**src/rtl/apr_intc_pkg.sv**
```systemverilog
// Shared definitions for the APR interrupt controller: write-mode encodings,
// handshake FSM states and the level-to-request-vector decoder.
package apr_intc_pkg;

  // Microcode flag-write modes carried on wrMODE.
  localparam logic [1:0] MODE_LOAD = 2'b00;
  localparam logic [1:0] MODE_SET  = 2'b01;
  localparam logic [1:0] MODE_CLR  = 2'b10;
  localparam logic [1:0] MODE_NOP  = 2'b11;

  // Request/acknowledge handshake states.
  typedef enum logic [1:0] {
    ST_IDLE = 2'd0,
    ST_REQ  = 2'd1,
    ST_HOLD = 2'd2
  } stateType;

  // Widest level field the decoder supports; callers truncate the result.
  localparam int MAXLVLW = 5;
  localparam int MAXREQ  = 2 ** MAXLVLW - 1;

  // One-hot request vector for a level. Level 1 sits in the MSB of an
  // nreq-wide vector and level nreq in the LSB (KS-10 PI numbering), so
  // level 3 of 7 reads 7'b0010000. Level 0 yields an all-zero vector.
  function automatic logic [MAXREQ-1:0] onehot(input logic [MAXLVLW-1:0] lvl,
                                               input int nreq);
    logic [MAXREQ-1:0] vec;
    vec = '0;
    for (int b = 0; b < MAXREQ; b++) begin
      if ((lvl != '0) && (b < nreq) && (int'(lvl) == nreq - b)) begin
        vec[b] = 1'b1;
      end
    end
    return vec;
  endfunction

endpackage

```
**src/rtl/apr_intc_if.sv**
```systemverilog
// Microcode write bus, hardware set sources and the CPU request/ack
// handshake of the APR interrupt controller, bundled as one interface.
interface apr_intc_if #(
  parameter int NFLAGS = 8,
  parameter int LVLW   = 3
);
  localparam int NREQ = 2 ** LVLW - 1;

  logic              clken;
  logic              wrFLAGS;
  logic [1:0]        wrMODE;
  logic [NFLAGS-1:0] flagDATA;
  logic              wrENABLE;
  logic [NFLAGS-1:0] enaDATA;
  logic              swintDATA;
  logic [LVLW-1:0]   levelDATA;
  logic [NFLAGS-1:0] hwSET;
  logic              intACK;
  logic [NFLAGS-1:0] flagsOUT;
  logic [NFLAGS-1:0] enaOUT;
  logic              intPEND;
  logic              intREQ;
  logic [NREQ-1:0]   aprINTR;

  // Controller side.
  modport slave (
    input  clken, wrFLAGS, wrMODE, flagDATA, wrENABLE, enaDATA,
           swintDATA, levelDATA, hwSET, intACK,
    output flagsOUT, enaOUT, intPEND, intREQ, aprINTR
  );

  // Microcode / CPU side.
  modport master (
    output clken, wrFLAGS, wrMODE, flagDATA, wrENABLE, enaDATA,
           swintDATA, levelDATA, hwSET, intACK,
    input  flagsOUT, enaOUT, intPEND, intREQ, aprINTR
  );
endinterface

```
**src/rtl/apr_intc_flag.sv**
```systemverilog
// One APR flag bit: hardware set (edge or level sensitive) with priority
// over the clock-enabled microcode load/set/clear write.
module apr_intc_flag
  import apr_intc_pkg::*;
#(
  parameter bit EDGE = 1'b0
) (
  input  logic       clk,
  input  logic       rst,
  input  logic       clken,
  input  logic       wrFlags,
  input  logic [1:0] wrMode,
  input  logic       dataBit,
  input  logic       hwSet,
  output logic       flag
);

  logic hwPrev;
  logic hwHit;
  logic flagReg;
  logic flagNext;

  // An edge-sensitive source only counts when its previous sample was low.
  always_comb begin
    hwHit = hwSet & (!EDGE || !hwPrev);
  end

  // Hardware set wins over any same-cycle microcode write.
  always_comb begin
    flagNext = flagReg;
    if (hwHit) begin
      flagNext = 1'b1;
    end else if (clken && wrFlags) begin
      case (wrMode)
        MODE_LOAD: flagNext = dataBit;
        MODE_SET:  flagNext = flagReg | dataBit;
        MODE_CLR:  flagNext = flagReg & ~dataBit;
        default:   flagNext = flagReg;
      endcase
    end
  end

  // Flag and source history; history tracks every cycle, clken or not.
  always_ff @(posedge clk or posedge rst) begin
    if (rst) begin
      flagReg <= 1'b0;
      hwPrev  <= 1'b0;
    end else begin
      flagReg <= flagNext;
      hwPrev  <= hwSet;
    end
  end

  assign flag = flagReg;

endmodule

```
**src/rtl/apr_intc.sv**
```systemverilog
// APR interrupt controller top: flag cells, enable/swint/level registers,
// pending OR and the registered request/ack handshake FSM.
module apr_intc
  import apr_intc_pkg::*;
#(
  parameter int                NFLAGS   = 8,
  parameter logic [NFLAGS-1:0] EDGEMASK = {NFLAGS{1'b0}},
  parameter int                LVLW     = 3
) (
  input logic        clk,
  input logic        rst,
  apr_intc_if.slave  bus
);

  localparam int NREQ = 2 ** LVLW - 1;

  logic [NFLAGS-1:0] flagsVec;
  logic [NFLAGS-1:0] enaReg;
  logic              swintReg;
  logic [LVLW-1:0]   levelReg;
  logic [LVLW-1:0]   reqLvlReg;
  logic [LVLW-1:0]   lvlSel;
  logic              intPend;
  logic              ackTake;
  logic              latchLvl;
  logic              reqReg;
  logic [NREQ-1:0]   aprIntrReg;
  logic [NREQ-1:0]   aprIntrNext;
  stateType          state;
  stateType          stateNext;

  genvar gi;
  generate
    for (gi = 0; gi < NFLAGS; gi++) begin : gFlag
      apr_intc_flag #(
        .EDGE (EDGEMASK[gi])
      ) uFlag (
        .clk     (clk),
        .rst     (rst),
        .clken   (bus.clken),
        .wrFlags (bus.wrFLAGS),
        .wrMode  (bus.wrMODE),
        .dataBit (bus.flagDATA[gi]),
        .hwSet   (bus.hwSET[gi]),
        .flag    (flagsVec[gi])
      );
    end
  endgenerate

  // Pending is the masked OR of the flags plus the software interrupt.
  always_comb begin
    intPend = (|(flagsVec & enaReg)) | swintReg;
  end

  // Handshake next-state; all transitions wait for clken.
  always_comb begin
    stateNext = state;
    ackTake   = 1'b0;
    latchLvl  = 1'b0;
    case (state)
      ST_IDLE: begin
        if (bus.clken && intPend && (levelReg != '0)) begin
          stateNext = ST_REQ;
          latchLvl  = 1'b1;
        end
      end
      ST_REQ: begin
        if (bus.clken) begin
          if (bus.intACK) begin
            stateNext = ST_HOLD;
            ackTake   = 1'b1;
          end else if (!intPend) begin
            stateNext = ST_IDLE;
          end
        end
      end
      ST_HOLD: begin
        if (bus.clken) begin
          stateNext = ST_IDLE;
        end
      end
      default: stateNext = ST_IDLE;
    endcase
  end

  // Request vector for the coming cycle: fresh level on entry, else the latch,
  // so level rewrites during a request do not disturb aprINTR.
  always_comb begin
    lvlSel      = latchLvl ? levelReg : reqLvlReg;
    aprIntrNext = '0;
    if (stateNext == ST_REQ) begin
      aprIntrNext = NREQ'(onehot(MAXLVLW'(lvlSel), NREQ));
    end
  end

  // State, latched level and registered request outputs.
  always_ff @(posedge clk or posedge rst) begin
    if (rst) begin
      state      <= ST_IDLE;
      reqLvlReg  <= '0;
      reqReg     <= 1'b0;
      aprIntrReg <= '0;
    end else begin
      state      <= stateNext;
      reqLvlReg  <= lvlSel;
      reqReg     <= (stateNext == ST_REQ);
      aprIntrReg <= aprIntrNext;
    end
  end

  // Enable/swint/level load; an accepted ack clears swint unless rewritten.
  always_ff @(posedge clk or posedge rst) begin
    if (rst) begin
      enaReg   <= '0;
      swintReg <= 1'b0;
      levelReg <= '0;
    end else if (bus.clken && bus.wrENABLE) begin
      enaReg   <= bus.enaDATA;
      swintReg <= bus.swintDATA;
      levelReg <= bus.levelDATA;
    end else if (ackTake) begin
      swintReg <= 1'b0;
    end
  end

  assign bus.flagsOUT = flagsVec;
  assign bus.enaOUT   = enaReg;
  assign bus.intPEND  = intPend;
  assign bus.intREQ   = reqReg;
  assign bus.aprINTR  = aprIntrReg;

endmodule

```
**src/flat_wrapper.sv**
```systemverilog
// flat-port wrapper written by rule: the top's interface ports become plain ports
module apr_intc_flat import apr_intc_pkg::*;
#(
  parameter int                NFLAGS   = 8,
  parameter logic [NFLAGS-1:0] EDGEMASK = {NFLAGS{1'b0}},
  parameter int                LVLW     = 3
)
  (clk, rst, bus_clken, bus_wrFLAGS, bus_wrMODE, bus_flagDATA, bus_wrENABLE, bus_enaDATA, bus_swintDATA, bus_levelDATA, bus_hwSET, bus_intACK, bus_flagsOUT, bus_enaOUT, bus_intPEND, bus_intREQ, bus_aprINTR);
  apr_intc_if #(.NFLAGS(NFLAGS), .LVLW(LVLW)) bus_i ();
  input logic clk;
  input logic rst;
  input wire logic [$bits(bus_i.clken)-1:0] bus_clken;
  input wire logic [$bits(bus_i.wrFLAGS)-1:0] bus_wrFLAGS;
  input wire logic [$bits(bus_i.wrMODE)-1:0] bus_wrMODE;
  input wire logic [$bits(bus_i.flagDATA)-1:0] bus_flagDATA;
  input wire logic [$bits(bus_i.wrENABLE)-1:0] bus_wrENABLE;
  input wire logic [$bits(bus_i.enaDATA)-1:0] bus_enaDATA;
  input wire logic [$bits(bus_i.swintDATA)-1:0] bus_swintDATA;
  input wire logic [$bits(bus_i.levelDATA)-1:0] bus_levelDATA;
  input wire logic [$bits(bus_i.hwSET)-1:0] bus_hwSET;
  input wire logic [$bits(bus_i.intACK)-1:0] bus_intACK;
  output wire logic [$bits(bus_i.flagsOUT)-1:0] bus_flagsOUT;
  output wire logic [$bits(bus_i.enaOUT)-1:0] bus_enaOUT;
  output wire logic [$bits(bus_i.intPEND)-1:0] bus_intPEND;
  output wire logic [$bits(bus_i.intREQ)-1:0] bus_intREQ;
  output wire logic [$bits(bus_i.aprINTR)-1:0] bus_aprINTR;
  assign bus_i.clken = bus_clken;
  assign bus_i.wrFLAGS = bus_wrFLAGS;
  assign bus_i.wrMODE = bus_wrMODE;
  assign bus_i.flagDATA = bus_flagDATA;
  assign bus_i.wrENABLE = bus_wrENABLE;
  assign bus_i.enaDATA = bus_enaDATA;
  assign bus_i.swintDATA = bus_swintDATA;
  assign bus_i.levelDATA = bus_levelDATA;
  assign bus_i.hwSET = bus_hwSET;
  assign bus_i.intACK = bus_intACK;
  assign bus_flagsOUT = bus_i.flagsOUT;
  assign bus_enaOUT = bus_i.enaOUT;
  assign bus_intPEND = bus_i.intPEND;
  assign bus_intREQ = bus_i.intREQ;
  assign bus_aprINTR = bus_i.aprINTR;
  apr_intc #(.NFLAGS(NFLAGS), .EDGEMASK(EDGEMASK), .LVLW(LVLW)) u_core (.clk(clk), .rst(rst), .bus(bus_i));
endmodule
```
**config.mk**
```make
export PLATFORM = sky130hd
export DESIGN_NAME = apr_intc_flat
export DESIGN_NICKNAME = d
export VERILOG_FILES = /design/src/rtl/apr_intc_pkg.sv /design/src/rtl/apr_intc_if.sv /design/src/rtl/apr_intc_flag.sv /design/src/rtl/apr_intc.sv /design/src/flat_wrapper.sv
export SDC_FILE = /design/constraint.sdc
export NUM_CORES = 1
export LEC_CHECK = 0
export ABC_AREA = 1
export BUFFER_PORTS_ARGS = -buffer_cell sky130_fd_sc_hd__buf_2
export CAP_MARGIN = 10
export CORE_ASPECT_RATIO = 1.5
export CORE_UTILIZATION = 53
export CTS_BUF_LIST = sky130_fd_sc_hd__clkbuf_16
export CTS_CLUSTER_DIAMETER = 60
export DETAILED_ROUTE_END_ITERATION = 7
export PLACE_DENSITY_LB_ADDON = 0.1
export SYNTH_ARGS = -nofsm -noshare
export SYNTH_HDL_FRONTEND = slang
export SYNTH_HIERARCHICAL = 1
export SYNTH_SLANG_ARGS = --single-unit
export TNS_END_PERCENT = 5
```
**constraint.sdc**
```tcl
create_clock -name clk -period 1.49 [get_ports clk]
set_input_delay 0.2235 -clock clk [delete_from_list [all_inputs] [get_ports clk]]
set_output_delay 0.2235 -clock clk [all_outputs]
set_load 0.03 [all_outputs]
```
---- After elaboration in Yosys (flattened, before gate mapping) ----
Index checks and enable logic that the tools add are counted.
Widths: inputs -> output; s select.
storage, ports and cells
  register bits ........................... 33
  input port bits ......................... 36
  output and inout bits ................... 25
  word-level logic and storage cells ...... 140
operators by class
  equality and inequality tests ........... 12
  muxes and demuxes ....................... 46
  bitwise logic cells ..................... 26
  reductions and logical operators ........ 41
operator list
  operator            count
  $reduce_bool 4->1   8
  $mux 1              30
  $pmux 1 s3          8
  $reduce_bool 2->1   9
  $reduce_and 2->1    8
  $eq 3x3->1 const B  4
  $logic_and 1x1->1   11
  $mux 2              5
  $or 1x1->1          9
  $and 1x1->1         8
  $and 8x8->8         1
  $not 1->1           8
  $reduce_or 8->1     1
  $mux 7              1
  $eq 2x1->1 const B  3
  $eq 3x2->1 const B  2
  $pmux 2 s3          1
  $reduce_bool 3->1   2
  $eq 2x2->1 const B  2
  $logic_not 2->1     2
  $eq 3x1->1 const B  1
  $mux 3              1

---- Depth between registers and ports, before layout ----
Gate-level depths: netlist of run 1.
  depth in word-level cells ............... 12
  gate-level depth with buffers ........... 9
  mapped depth without buffers ............ 9

---- By module ----
The synthesis of run 1 kept the hierarchy.
by module, submodules not included
  module         times used  cells each  area an instance (µm²)  sequential area each (µm²)
  apr_intc_flag  8           27          151.4                   25.0
  apr_intc       1           115         1103.6                  625.6

---- Worst setup path before layout of run 1 ----
No wires, ideal clock.
  path type ............................... reg-to-reg
  from .................................... reg u_core.gFlag[0].uFlag.flagReg
  to ...................................... reg u_core.aprIntrReg[1] (netlist: u_core/bus.aprINTR[1])
  data arrival time ....................... 1310 ps
  setup slack ............................. 109 ps
  cell stages (with the launch flop) ...... 10
  path buffers ............................ 0
  period minus slack after synthesis ...... 1381 ps
  cells stage by stage .................... dfrtp_1 nand2_1 nand3_1 nor2_2 nand2_4 nand2_4 nand2_1 nand2_2 nand2_1 nor2_1
between the ends
  word-level cells in the longest chain between the ends .. 12
  elaborated cells between the ends (all ways) .. 19
RTL lines
  item                                             RTL line             source
  start, declared                                  apr_intc_flag.sv:20  logic flagReg;
  start signal, assigned                           apr_intc_flag.sv:49  flagReg <= flagNext;
  $and 8x8->8 (*)                                  apr_intc.sv:52       intPend = (|(flagsVec & enaReg)) | swintReg;
  $reduce_or 8->1 (*)                              apr_intc.sv:52
  $or 1x1->1 (*)                                   apr_intc.sv:52
  named net bus_intPEND                            flat_wrapper.sv:24   output wire logic [$bits(bus_i.intPEND)-1:0] bus_intPEND;
  $logic_and 1x1->1 (*) (2 in series)              apr_intc.sv:62       if (bus.clken && intPend && (levelReg != '0)) begin
  $mux 1 (*)                                       apr_intc.sv:62
  $mux 1 (*)                                       apr_intc.sv:60       case (state)
  $mux 3 (*)                                       apr_intc.sv:89       lvlSel = latchLvl ? levelReg : reqLvlReg;
  named net u_core.lvlSel[1]                       apr_intc.sv:22       logic [LVLW-1:0] lvlSel;
  $eq 3x2->1 or $reduce_bool 3->1 (tied branches)  apr_intc_pkg.sv:30   if ((lvl != '0) && (b < nreq) && (int'(lvl) == nreq - b)) begin
  $logic_and 1x1->1 (*)                            apr_intc_pkg.sv:30
  $mux 1 (*)                                       apr_intc_pkg.sv:30
  $mux 7 (*)                                       apr_intc.sv:91       if (stateNext == ST_REQ) begin
  named net u_core.aprIntrNext[1]                  apr_intc.sv:28       logic [NREQ-1:0] aprIntrNext;
  end signal, assigned                             apr_intc.sv:107      aprIntrReg <= aprIntrNext;
  end, declared                                    apr_intc.sv:27       logic [NREQ-1:0] aprIntrReg;
The timed path passes the listed nets; every way through them passes the cells marked *.
A chain may end at the register's enable or synchronous reset.

---- Worst setup path in the final report of run 1 ----
  from .................................... reg u_core.gFlag[1].uFlag.flagReg
  to ...................................... out bus_intPEND
between the ends
  word-level cells in the longest chain between the ends .. 3
RTL lines
  item                    RTL line
  start, declared         apr_intc_flag.sv:20
  start signal, assigned  apr_intc_flag.sv:49
  $and 8x8->8             apr_intc.sv:52
  $reduce_or 8->1         apr_intc.sv:52
  $or 1x1->1              apr_intc.sv:52
  end, declared           flat_wrapper.sv:24
No other way between the ends.

==> results of run 1 <==
## worst max path at each step
stage,startpoint,endpoint,slack (ps),cells after the start
finish,u_core/gFlag[1].uFlag/flag$_DFFE_PP0P_,bus_intPEND,20,5
floorplan,u_core/gFlag[0].uFlag/flag$_DFFE_PP0P_,u_core/bus.aprINTR[1]$_DFF_PP0_,110,9
CTS,u_core/bus.enaOUT[5]$_DFFE_PP0P_,bus_intPEND,10,5
global placement,u_core/gFlag[5].uFlag/flag$_DFFE_PP0P_,u_core/bus.aprINTR[1]$_DFF_PP0_,90,8
global route,u_core/gFlag[1].uFlag/flag$_DFFE_PP0P_,bus_intPEND,-20,5
detailed placement,bus_wrMODE[1],u_core/gFlag[6].uFlag/flag$_DFFE_PP0P_,70,10
## cells in the final DEF (no fill, tap or decap)
| cell type | instances |
|---|---|
| dlygate4sd3_1 | 1 |
| inv_2 | 1 |
| o21ai_1 | 1 |
| a21oi_1 | 3 |
| nand2_4 | 2 |
| mux2_2 | 8 |
| ha_1 | 24 |
| buf_12 | 1 |
| nor2_2 | 8 |
| clkbuf_16 | 5 |
| nand3_1 | 11 |
| nor2_4 | 2 |
| clkinv_1 | 2 |
| dfrtp_1 | 33 |
| nand3_2 | 4 |
| nand2_1 | 128 |
| nand2_2 | 7 |
| buf_2 | 59 |
| buf_4 | 18 |
| inv_1 | 68 |
| nor2_1 | 27 |
| or2_2 | 1 |
| or2_0 | 1 |
| clkinv_2 | 2 |
## cell type report
type	count	area share, %
clock inverter	3	0.419
timing repair buffer	79	15.4
tap	46	1.93
sequential	33	27.7
multi-input combinational	227	41.5
inverter	70	8.85
clock buffer	5	4.19
## flip-flops by register name, summed over array words and instances, names as in the netlist
signal                   flops
u_core/bus.aprINTR           7
u_core/bus.enaOUT            8
u_core/bus.intREQ            1
u_core/gFlag.uFlag/flag      8
u_core/levelReg              3
u_core/reqLvlReg             3
u_core/state                 2
u_core/swintReg              1
## power by group through the flow
stage / Combinational (uW) / Sequential, uW / Clock [uW]
after global routing: 1640 / 1220 / 1020
after CTS: 1450 / 1200 / 991
after detailed placement: 1360 / 1230 / 0
after floorplan: 702 / 1480 / 0
after global placement: 1330 / 1230 / 0
final: 1500 / 1200 / 981
## timing repair
action / CTS / global route
pin swaps: 3 / 2
resized for setup: 2 / 6
endpoints found under the hold margin: 8 / 0
endpoints found under the setup margin: 1 / 8
setup buffers: 9 / 5
hold buffers: 1 / 0
## metal layers
metal  track usage [%]  vias up  wire [microns]
li1                  -     1132               -
met1              23.8      980            2080
met2              44.9       52            2890
met3              4.36       10             182
met4              11.8        0             126
met5                 0        -               0
## critical path: cells and delay by family, from the launching register on
kind | cells | cell delay (ps)
buffers and inverters | 1 | 170
and+or+nand+nor | 4 | 420
DFF | 1 | 380
## logic make-up (layout without fill, tap and decap cells)
kind of cell               Yosys count  count (layout)
muxes                                8               8
DFF                                 33              33
and+or+nand+nor                    191             191
AOI/OAI and AO/OA                    4               4
buffers and inverters               71             157
adders and majority gates           24              24
## stage by stage
step	power [uW]	hold WS, ps	area, sq um
after floorplan	2180	-47.8	2310
after global placement	2560	167	2700
after detailed placement	2590	161	2700
after CTS	3640	175	2930
after global routing	3880	181	2980
final	3680	177	2980
==> reports/results.tsv, run 1 <==
metric	value	unit
initial core utilization	55.0	%
Least-Margin Pin Slew	364	ps
Max clock buf depth	2	
CP required	1270	ps
Netlist cell types	18	
Fmax	680	MHz
Reg2Reg Setup Slack	50	ps
top cells by area, synth	dfrtp_1, nand2_1, ha_1, inv_1, nor2_1	
Setup violations, final	0	
Async SR Flop Fraction	100	%
switching part of the total	39.5	%
vias per cell	4.70	
Hold Path End	u_core/bus.enaOUT[1]$_DFFE_PP0P_	
Post-Route Utilization	70.9	%
global-route wire length before repair	8580	microns
RePlAce Congestion	0.805	
DRT Wirelength	5270	microns
DP HPWL	3970	microns
largest family of logic cells by synthesized area	simple AND/OR/NAND/NOR gates	
Pint	2230	uW
max_cap viols	0	
Fillers	384	
post-synthesis mux area share	3.89	%
Max stage delay on crit path	380	ps
syn nets	391	
Hold Path Origin	bus_enaDATA[1]	
CTS Sinks	33	
initial antenna violation count	0	
H-tree depth	2	
largest net degree at the start of global routing	20	
adder-cell share of the synthesized area	13.0	%
Clock transition at path regs	60	ps
synthesized area	0.00231	sq mm
sequential power share	32.6	%
area growth from synthesis to layout	28.9	%
Nets	476	
Post-synth EDFFs	0	
clk root buf	clkbuf_16	
post-route insts no fill	463	
worst hold path type	primary input to register	
slew margin rel.	75.7	%
FF+latch area	826	sq um
DR vias	2174	
Hold Path Cell Cnt	2	
post-synthesis xor/xnor area fraction	0	%
drt drc	0	
antenna-violating nets left	0	
RR Startpoint	u_core/gFlag[1].uFlag/flag$_DFFE_PP0P_	
Skew-Pair Late Insertion Delay	280	ps
combinational group share of total power	40.8	%
global route overflow	0	
Setup WS pre-CTS	71.9	ps
worst-path cell chain	nand2_1, nand3_2, nor2_4, nand2_4, buf_4	
Slew Viols, Final	0	
Final WS setup	20.3	ps
Setup Crit Path Kind	register to primary output	
clock network fraction of design power	26.6	%
core area	0.00421	sq mm
Worst setup EP type	primary output	
YS warnings	6	
reg2reg path depth	10	
CTS buffer count	5	
Leak	0.00191	uW
Syn Area/Cell	6.99	sq um
dpl cells	440	
row count	29	
I/O Pins	61	
Die Area	0.00464	sq mm
Detailed Route Iter0 Violations	70	
drt wl/cell	11.4	microns
Post-Synthesis Cells	331	
GRT Total Usage	23.7	%
ratio of cells with drive above 1 in the final layout	28.3	%
ys flop type	dfrtp_1	
Simple-Gate Fraction of Synth Area	34.7	%
Pre-antenna DRT Iters	4	
PwrDens	1230	mW/mm^2
reg-to-reg endpoint	u_core/bus.aprINTR[5]$_DFF_PP0_	
CP Launch Type	register	
synth cell count leaders	nand2_1, inv_1, dfrtp_1	
Worst path slowest cell	dfrtp_1	
Post-Route Setup TNS	0	ps
antenna cells	0	
Synth top area share	35.7	%
Hold Vio Cnt, Final	0	
area of the multi-input gates	0.00124	sq mm
Yosys top cell by area	dfrtp_1	
register area share after synthesis	35.7	%
Final Cycle Share	98.6	%
status	finished clean	
die height	82.9	microns
Seq cells post-synth	33	
number of port buffers	60	
Compound-Gate Fraction of Synth Area	0.865	%
most common cell in the netlist	nand2_1	
skew final	4.72	ps
number of global-route vias before repair	2094	
final worst path period need	1470	ps
NetSw	1450	uW
Critical Path AT	1250	ps
Max FO, Critical Path	5	
CTS tree	yes	
Worst IR Drop VDD	1.22	mV
Die Span X	56.0	microns
No activity file was read; power rests on OpenSTA's default activity.
==> inputs of run 2 (changes only) <==
- CORE_UTILIZATION: 53 -> 48
- SYNTH_HIERARCHICAL: 1 -> not set
==> reports/results.tsv, run 2 <==
metric	value	unit	change
Buf/Inv on CP	1		unchanged
reg2reg path depth	7		-3
Nets	286		-40%
worst hold path type	primary input to async pin		
FF+latch area	831	sq um	+0.61%
Slew Viols, Final	0		unchanged
die height	72.8	microns	-12%
GRT Total Usage	22.9	%	-0.82 points
Final Cycle Share	96.0	%	-2.6 points
Syn Area/Cell	9.12	sq um	+30%
CP required	1270	ps	about the same
post-route insts no fill	288		-38%
Fmax	699	MHz	+2.7%
max_cap viols	0		unchanged
clock network fraction of design power	37.2	%	+11 points
Top Family by Delay on Critical Path	flip-flops		
area growth from synthesis to layout	39.0	%	
Setup violations, final	0		unchanged
RR Startpoint	u_core.levelReg[2]$_DFFE_PP0P_		
Skew-Pair Late Insertion Delay	280	ps	about the same
Synth top area share	51.4	%	+16 points
initial antenna violation count	0		unchanged
CTS tree	yes		
most common cell after layout, fill and taps aside	buf_2		
Hold Vio Cnt, Final	0		unchanged
Worst IR Drop VDD	0.964	mV	-21%
ys flop type	dfrtp_1		
combinational group share of total power	30.0	%	-11 points
Die Span X	49.2	microns	-12%
row count	25		-14%
H-tree depth	2		unchanged
Pint	2400	uW	+7.5%
global route overflow	0		unchanged
reg-to-reg endpoint	u_core.bus.aprINTR[0]$_DFF_PP0_		
vias per cell	5.03		+7.2%
antenna cells	0		unchanged
core area	0.00316	sq mm	-25%
CP Launch Type	register		
Yosys top cell by area	dfrtp_1		
Reg2Reg Setup Slack	140	ps	+90 ps
dpl cells	270		-39%
RePlAce Congestion	0.784		-2.6%
most used cell, CP	nand2_1		
Die Area	0.00358	sq mm	-23%
Netlist cell types	21		+3
global-route wire length before repair	6000	microns	-30%
total power	3540	uW	-3.9%
sequential power share	32.9	%	+0.3 points
NetSw	1140	uW	-21%
top cells by area, synth	dfrtp_1, nand2_1, nor2_1, mux2_2, a21oi_1		
Worst setup EP type	primary output		
Max stage delay on crit path	390	ps	about the same
drt wl/cell	12.9	microns	+13%
Max FO, Critical Path	7		+2
Worst path slowest cell	dfrtp_1		
synth cell count leaders	dfrtp_1, nand2_1, nor2_1		
switching part of the total	32.3	%	-7.2 points
Fillers	257		-33%
largest net degree at the start of global routing	34		+70%
antenna-violating nets left	0		unchanged
Max clock buf depth	2		unchanged
Post-synth EDFFs	0		unchanged
ratio of cells with drive above 1 in the final layout	45.6	%	+17 points
register area share after synthesis	51.4	%	+16 points
most common cell in the netlist	dfrtp_1		
number of port buffers	60		unchanged
initial core utilization	50.8	%	-4.2 points
Least-Margin Pin Slew	496	ps	+132 ps
Detailed Route Iter0 Violations	20		-71%
I/O Pins	61		unchanged
commonest cells after routing, fill and taps aside	buf_2, dfrtp_1, nor2_1		
syn nets	215		-45%
Seq cells post-synth	33		unchanged
CTS buffer count	5		unchanged
synthesized area	0.00161	sq mm	-31%
worst-path cell chain	nand2_1, nand2_1, nor2_2, nand2_4, buf_6		
Setup Crit Path Kind	register to primary output		
drt drc	0		unchanged
DR vias	1450		-33%
skew final	2.86	ps	-1.86 ps
number of global-route vias before repair	1455		-31%
Post-Synthesis Cells	176		-47%
final worst path period need	1430	ps	-38.6 ps
PwrDens	1590	mW/mm^2	+28%
DP HPWL	2740	microns	-31%
slew margin rel.	66.9	%	-8.8 points
Pre-antenna DRT Iters	4		unchanged
clk root buf	clkbuf_16		
status	finished clean		
Async SR Flop Fraction	100	%	unchanged
area of the multi-input gates	684	sq um	-45%
Clock transition at path regs	50	ps	about the same
Leak	0.00115	uW	-40%
Critical Path AT	1210	ps	-40 ps
YS warnings	0		-6
DRT Wirelength	3720	microns	-29%
CTS Sinks	33		unchanged
## run 2: cell types whose count changed after synthesis, moves of 2 or more
cell	delta
a21oi_1	+16
buf_2	+2
buf_4	+8
ha_1	-21
inv_1	-55
nand2_1	-103
nand3_2	-3
nor2_1	+2
nor2_2	-10
o31ai_1	+8
## run 2: final cells by class
class | instances | area share [%]
Sequential cell | 33 | 37.2
Timing Repair Buffer | 75 | 18.8
Multi-Input combinational cell | 117 | 30.7
Clock buffer | 5 | 5.61
Tap cell | 40 | 2.24
Inverter | 15 | 2.52
Clock inverter | 3 | 2.92
## run 2: per-stage QoR
stage / area [sq um] / hold WS (ps) / util, % / setup slack, ps / TNS, ps
floorplan: 1610 / 328 / - / 0.592 / 0
global placement: 1930 / 319 / 61.0 / 102 / 0
detailed placement: 1930 / 340 / 61.0 / 37.2 / 0
CTS: 2180 / 39.6 / 69.0 / 7.48 / 0
global route: 2230 / 70.3 / 70.6 / -7.42 / -7.42
finish: 2230 / 30.5 / 70.6 / 58.9 / 0
## run 2: power by group through the flow
stage,combinational (uW),clock (uW),sequential (uW)
after floorplan,539,0,1360
after global placement,961,0,1170
after detailed placement,984,0,1180
after CTS,1030,1330,1160
after global routing,1160,1370,1180
final,1060,1310,1160
## run 2: tightest hold or removal path: stages
cell and delay [ps]:
buf_2 100, inv_1 40, buf_4 360
## run 2: worst max-delay path by stage
stage | slack [ps] | end | cells past startpoint | start
2_1_floorplan | 0.6 | u_core.bus.aprINTR[4]$_DFF_PP0_ | 10 | u_core.bus.enaOUT[6]$_DFFE_PP0P_
3_3_place_gp | 100 | u_core.bus.aprINTR[4]$_DFF_PP0_ | 8 | u_core.levelReg[2]$_DFFE_PP0P_
3_5_place_dp | 40 | u_core.gFlag[4].uFlag.flag$_DFFE_PP0P_ | 8 | bus_wrMODE[0]
4_1_cts | 7 | bus_intPEND | 5 | u_core.gFlag[7].uFlag.flag$_DFFE_PP0P_
5_1_grt | -7 | bus_intPEND | 5 | u_core.bus.enaOUT[4]$_DFFE_PP0P_
6_report | 60 | bus_intPEND | 5 | u_core.bus.enaOUT[4]$_DFFE_PP0P_
## run 2: routing by layer
layer | vias to the layer above | wire length [microns] | GRT usage, %
li1 | 710 | - | -
met1 | 687 | 1280 | 20.2
met2 | 46 | 2220 | 46.0
met3 | 7 | 144 | 5.42
met4 | 0 | 76 | 11.8
met5 | - | 0 | 0
## run 2: logic make-up (layout without fill, tap and decap cells)
group | count (synthesis) | count (layout) | synth area share [%]
simple gates | 76 | 76 | 20.3
flops | 33 | 33 | 51.4
compound gates | 29 | 29 | 11.5
buf+inv | 26 | 98 | 8.11
mux | 9 | 9 | 6.31
fa+ha+maj | 3 | 3 | 2.34
## run 2: what timing repair did
action	in CTS	in global routing
pin swaps	4	2
resized for setup	5	6
setup buffers	6	4
hold buffers	0	0
endpoints found under the setup margin	1	7
gates cloned	0	0
